## config.mk

```make
export PLATFORM = sky130hd
export DESIGN_NAME = vector_item_extractor
export DESIGN_NICKNAME = d
export VERILOG_FILES = /design/src/rtl/vector_item_extractor.sv
export SDC_FILE = /design/constraint.sdc
export NUM_CORES = 1
export LEC_CHECK = 0
export ABC_AREA = 1
export BUFFER_PORTS_ARGS = -buffer_cell sky130_fd_sc_hd__buf_2
export CAP_MARGIN = 20
export CORE_AREA = 4 4 88 90
export DETAILED_ROUTE_END_ITERATION = 12
export DIE_AREA = 0 0 92 94
export PLACE_DENSITY = 0.77
export SKIP_CTS_REPAIR_TIMING = 1
export SLEW_MARGIN = 5
export SYNTH_ARGS = -nofsm -noshare
export SYNTH_HDL_FRONTEND = slang
export SYNTH_SLANG_ARGS = --single-unit
export TNS_END_PERCENT = 50
```

## constraint.sdc

```tcl
create_clock -name clk -period 1.7 [get_ports clk]
set_input_delay 0.085 -clock clk [delete_from_list [all_inputs] [get_ports clk]]
set_output_delay 0.085 -clock clk [all_outputs]
set_load 0.03 [all_outputs]
```

## src/rtl/vector_item_extractor.sv

```systemverilog
// vector_item_extractor: selects one W-bit lane of a packed vector by index.
// The selection is combinational, with a registered and qualified copy alongside.
module vector_item_extractor #(
    parameter int N = 20,
    parameter int W = 10,
    localparam int AW = $clog2(N)
) (
    input  logic           clk,
    input  logic           rst_n,
    input  logic [N*W-1:0] vector,
    input  logic [AW-1:0]  address,
    input  logic           en,
    output logic [W-1:0]   item,
    output logic           addr_err,
    output logic [W-1:0]   item_q,
    output logic           item_valid,
    output logic           err_q
);
    logic [W-1:0] item_d;
    logic         err_d;

    // Explicit lane compare, so unselected lanes never reach item.
    always_comb begin
        item = '0;
        for (int i = 0; i < N; i++)
            if (address == AW'(i)) item = vector[i*W +: W];
    end

    assign addr_err = 32'(address) >= N;
    assign item_d   = en ? item : item_q;
    assign err_d    = en ? addr_err : err_q;

    always_ff @(posedge clk or negedge rst_n) begin
        if (!rst_n) begin
            item_q     <= '0;
            err_q      <= 1'b0;
            item_valid <= 1'b0;
        end else begin
            item_q     <= item_d;
            err_q      <= err_d;
            item_valid <= en;
        end
    end
endmodule

```

---- Yosys cells after proc, flatten, opt, wreduce, memory -nomap -nowiden ----
Index checks and enable logic that the tools add are counted.
storage, ports and cells
  register bits after elaboration ......... 12
  output and inout bits ................... 23
  word-level logic and storage cells ...... 44
cells by class
  $lt $le $gt $ge ......................... 1
  equal/unequal tests ..................... 19
  muxes and demuxes ....................... 20
  reduce and logical (&&, ||, !) cells .... 1
operators with widths
  kind                count
  $mux 10             20
  $eq 5x4->1 const B  8
  $eq 5x3->1 const B  4
  $eq 5x5->1 const B  4
  $eq 5x2->1 const B  2
  $eq 5x1->1 const B  1
  $ge 5x5->1 const B  1
  $logic_not 5->1     1

---- Logic depth before layout (Yosys ltp) ----
  word-level depth ........................ 21
  gate-level depth with buffers ........... 19
  mapped depth without buffers ............ 19

---- Worst setup path before layout ----
OpenSTA, ideal clock, no wires.
  kind .................................... input-to-reg
  start ................................... in address[0]
  end ..................................... reg item_q[0]
  library setup time ...................... 0.121 ns
  arrival ................................. 1.744 ns
  data required time ...................... 1.579 ns
  slack ................................... -0.164 ns
  stages on the path ...................... 13
  buffers on the path ..................... 0
  cell sequence ........................... nor2_2 nand2_4 inv_1 nand2_1 or2_2 nand2_1 nand4_1 nand2_1 nand4_1 nor2_1 nand4_1 nand2_1 nand2_1
between the ends
  longest elaborated chain between the ends .. 21
  elaborated cells between the ends (all ways) .. 40
  those cells by class .................... 19 x eq/ne; 20 x mux; 1 x reduce/logical
ends and longest elaborated chain
  element                line  text
  start, declared        11    input logic [AW-1:0] address,
  $logic_not 5->1        26    if (address == AW'(i)) item = vector[i*W +: W];
  $mux 10 (19 in a row)  26
  $mux 10 *              26
  net item[0]            13    output logic [W-1:0] item,
  end signal, assigned   39    item_q <= item_d;
  end, declared          15    output logic [W-1:0] item_q,
The timed path passes the listed nets; every way through them passes the cells marked *.
A chain may end at the register's enable or synchronous reset.

---- Worst setup path after layout ----
  start ................................... in address[4]
  end ..................................... out item[9]
between the ends
  longest elaborated chain between the ends .. 21
  elaborated cells between the ends (all ways) .. 40
  those cells by class .................... 19 x eq/ne; 20 x mux; 1 x reduce/logical
ends and longest elaborated chain
  element                line
  $logic_not 5->1        26
  $mux 10 (19 in a row)  26
  $mux 10 *              26
  end, declared          13
Mark *: on every way between the ends. The rest lies on a longest branch, timed or not.

==> metrics.md <==
| Metric | Value |
|---|---|
| Floorplan die area | `0.00865 sq mm` |
| Post-Synth XOR/XNOR Area | `0` |
| Clock period minus final worst setup slack | `1990 ps` |
| Row count | `31` |
| Post-route worst setup slack | `-291 ps` |
| GR Overflow Total | `0` |
| Share of layout cells above drive strength 1 | `0.469` |
| Setup Skew | `0 ps` |
| Antenna-violating nets left | `0` |
| Multi-input gate area | `0.00195 sq mm` |
| Routed length per placed instance | `14.5 microns` |
| Commonest non-fill, non-tap cell in the layout | `sky130_fd_sc_hd__buf_2` |
| Pin count of the biggest net entering global routing | `23` |
| Final-report hold violation count | `0` |
| Final wirelength | `12.7 mm` |
| Cell at the root of the clock tree | `sky130_fd_sc_hd__clkbuf_8` |
| Flip-flop and latch area | `300 sq um` |
| Arrival time of data at the critical path endpoint | `1910 ps` |
| Most frequent cell on the critical path | `sky130_fd_sc_hd__nand2_1` |
| RD Place Congestion | `0.970` |
| Class of the tightest hold or removal check | `in2reg` |
| Effective utilization at floorplan | `0.342` |
| Via count of the first global-routing pass | `3929` |
| Crit end category | `primary output` |
| X dimension of the die | `92 microns` |
| Reg-to-reg critical path startpoint | `item_q[3]$_DFFE_PN0P_` |
| Share of the cycle needed by the critical path after routing | `1.17` |
| Post-synthesis simple-gate area fraction | `0.727` |
| Final Net Count | `989` |
| Portion of total power attributed to combinational logic | `0.612` |
| DP Wirelength | `10.5 mm` |
| Fraction of the mapped netlist area in adder cells | `0` |
| Hold Crit Start | `en` |
| Max-slew headroom | `0.752` |
| Int Power | `1.01 mW` |
| Syn avg cell area | `4.90 sq um` |
| Final Instance Count excl. Fillers | `879` |
| Required time at the worst-slack endpoint | `1620 ps` |
| Crit path cell chain | `buf_8 -> clkinvlp_4 -> buf_12 -> buf_8 -> nand4_1 -> nand2_1 -> nor2_1 -> nand4_1 -> nand2_1 -> nand4_1 -> nand2_1 -> nand2_1 -> nand2_1 -> nand4_1 -> nor2_1 -> nand4_2 -> buf_6` |
| Sw Ratio | `0.415` |
| Buffers & Inverters on Critical Path | `5` |
| Placed cell count | `858` |
| First-pass detailed-route iteration total | `5` |
| Outcome | `finished with violations` |
| Part of the total power dissipated in sequential elements | `0.202` |
| Number of DRC violations after detailed-routing iteration 0 | `259` |
| Share of synthesized area occupied by flip-flops and latches | `0.124` |
| Number of antenna violations at the first check in global routing | `0` |
| Number of filler instances in the final layout | `703` |
| Longest Clk Path Bufs | `2` |
| Largest family of logic cells by synthesized area | `simple AND/OR/NAND/NOR gates` |
| Power after layout | `1.72 mW` |
| Post-detailed-route DRC marker count | `0` |
| Pre-CTS worst setup slack | `-419 ps` |
| Total power divided by cell area | `380 mW/mm^2` |
| Clock network power share | `0.186` |
| Cell variety after synth | `21` |
| Achievable clock frequency | `502 MHz` |
| Worst-path clk slew | `60 ps` |
| Failing checks | `setup timing` |
| Net switching power of the design | `0.714 mW` |
| Vertical die dimension | `94 microns` |
| Count of synthesis-stage warnings from yosys | `0` |
| Setup violators final | `16` |
| CTS tree | `yes` |
| Number of instances in the synthesized netlist | `493` |
| Total via count in the routed design | `4250` |
| Fraction of the mapped netlist area in compound gates | `0.0104` |
| Ports | `231` |
| Worst-skew pair later-pin latency | `240 ps` |
| # Max-Cap Violations | `0` |
| Worst setup SP type | `input pin` |
| Path type of the worst setup path | `in2out` |
| Setup repair after global routing missed its margin | `yes` |
| Number of pins with negative max-slew slack in the final report | `0` |
| Count of buffers from port buffering | `230` |
| Number of levels the H-tree was split into | `1` |
| Commonest cells after routing, fill and taps aside | `219 x sky130_fd_sc_hd__buf_2, 206 x sky130_fd_sc_hd__nand2_1, 63 x sky130_fd_sc_hd__inv_1` |
| Leakage power total | `2.61 nW` |
| Largest incremental delay on the critical path | `160 ps` |
| Antenna diodes | `0` |
| Beginning of the critical path | `address[4]` |
| Slew at the pin closest to its max-slew limit | `372 ps` |
| Number of nets produced by synthesis | `701` |
| Core ar. | `0.00706 sq mm` |
| Total routing resource utilization after global routing | `0.263` |
| Sink count of the clock tree | `12` |
| Clock buffers created by TritonCTS | `3` |
| Max IR drop VDD | `0.314 mV` |
| Wire length of the first global-routing pass | `18.3 mm` |
| Synth Cell Area | `0.00242 sq mm` |
| Top Family by Delay on Critical Path | `simple AND/OR/NAND/NOR gates` |
| Portion of netlist area occupied by mux cells | `0` |
| Layout area overhead | `87.1%` |
| Max stage delay cell, worst path | `sky130_fd_sc_hd__buf_6` |
| Register bit count reported by yosys | `12` |
| Vias per inst | `4.84` |
| Maximum fanout along the worst path | `6` |
cells by family (layout without fill, tap and decap cells):
family | count (synthesis) | in the layout
compound gates | 5 | 5
buf+inv | 84 | 371
flops | 12 | 12
simple gates | 392 | 392
path summary, 6_finish.rpt:
| check | slack (ps) | depth (start not counted) | endpoint |
|---|---|---|---|
| min reg2reg | 480 | 2 | item_q[8]$_DFFE_PN0P_ |
| min | 120 | 1 | item_valid$_DFF_PN0_ |
| min in group asynchronous | 290 | 2 | item_q[1]$_DFFE_PN0P_ |
| max | -290 | 17 | item[9] |
| max reg2reg | 1070 | 2 | item_q[3]$_DFFE_PN0P_ |
| max in group asynchronous | 1180 | 2 | item_q[9]$_DFFE_PN0P_ |
layer usage:
layer / wire length (microns) / up-vias / global-route usage
met4: 256 / 0 / 0.0421
met1: 4950 / 1869 / 0.336
met3: 1140 / 26 / 0.0529
met2: 6360 / 250 / 0.465
li1: - / 2105 / -
met5: 0 / - / 0
power by group through the flow:
stage,sequential (mW),clock [mW],combinational (mW)
after global placement,0.349,0,0.891
after detailed placement,0.350,0,0.899
after global routing,0.351,0.340,1.14
after floorplan,0.432,0,0.344
after CTS,0.347,0.323,0.902
final,0.348,0.319,1.05
stage by stage:
| step | area, sq um | hold slack, ps | utilization | setup TNS, ps |
|---|---|---|---|---|
| global route | 4520 | 115 | 0.641 | -5220 |
| detailed placement | 4050 | -14.5 | 0.573 | -5690 |
| global placement | 4050 | -17.9 | 0.573 | -5130 |
| CTS | 4100 | -276 | 0.581 | -3460 |
| floorplan | 2460 | -211 | - | -249 |
| finish | 4520 | 120 | 0.641 | -2490 |
synthesized netlist by cell type, drive strengths merged:
master | number | area (sq um)
or2 | 26 | 163
nand3 | 33 | 165
clkbuf | 1 | 3.75
nor2 | 66 | 295
buf | 7 | 46.3
dfrtp | 12 | 300
a21oi | 3 | 15.0
nor3 | 2 | 10.0
o21ai | 2 | 10.0
nand4 | 44 | 282
nand2 | 221 | 842
inv | 76 | 285
sequential cells by signal, indices dropped and copies added (netlist names):
signal / flops
err_q: 1
item_q: 10
item_valid: 1
layout make-up:
class                      count  share of cell area
multi-input combinational    397               0.431
timing repair buffer         291               0.394
inverter                      76              0.0692
sequential                    12              0.0664
tap                           99              0.0274
clock buffer                   4              0.0122
No activity file was read; power rests on OpenSTA's default activity.
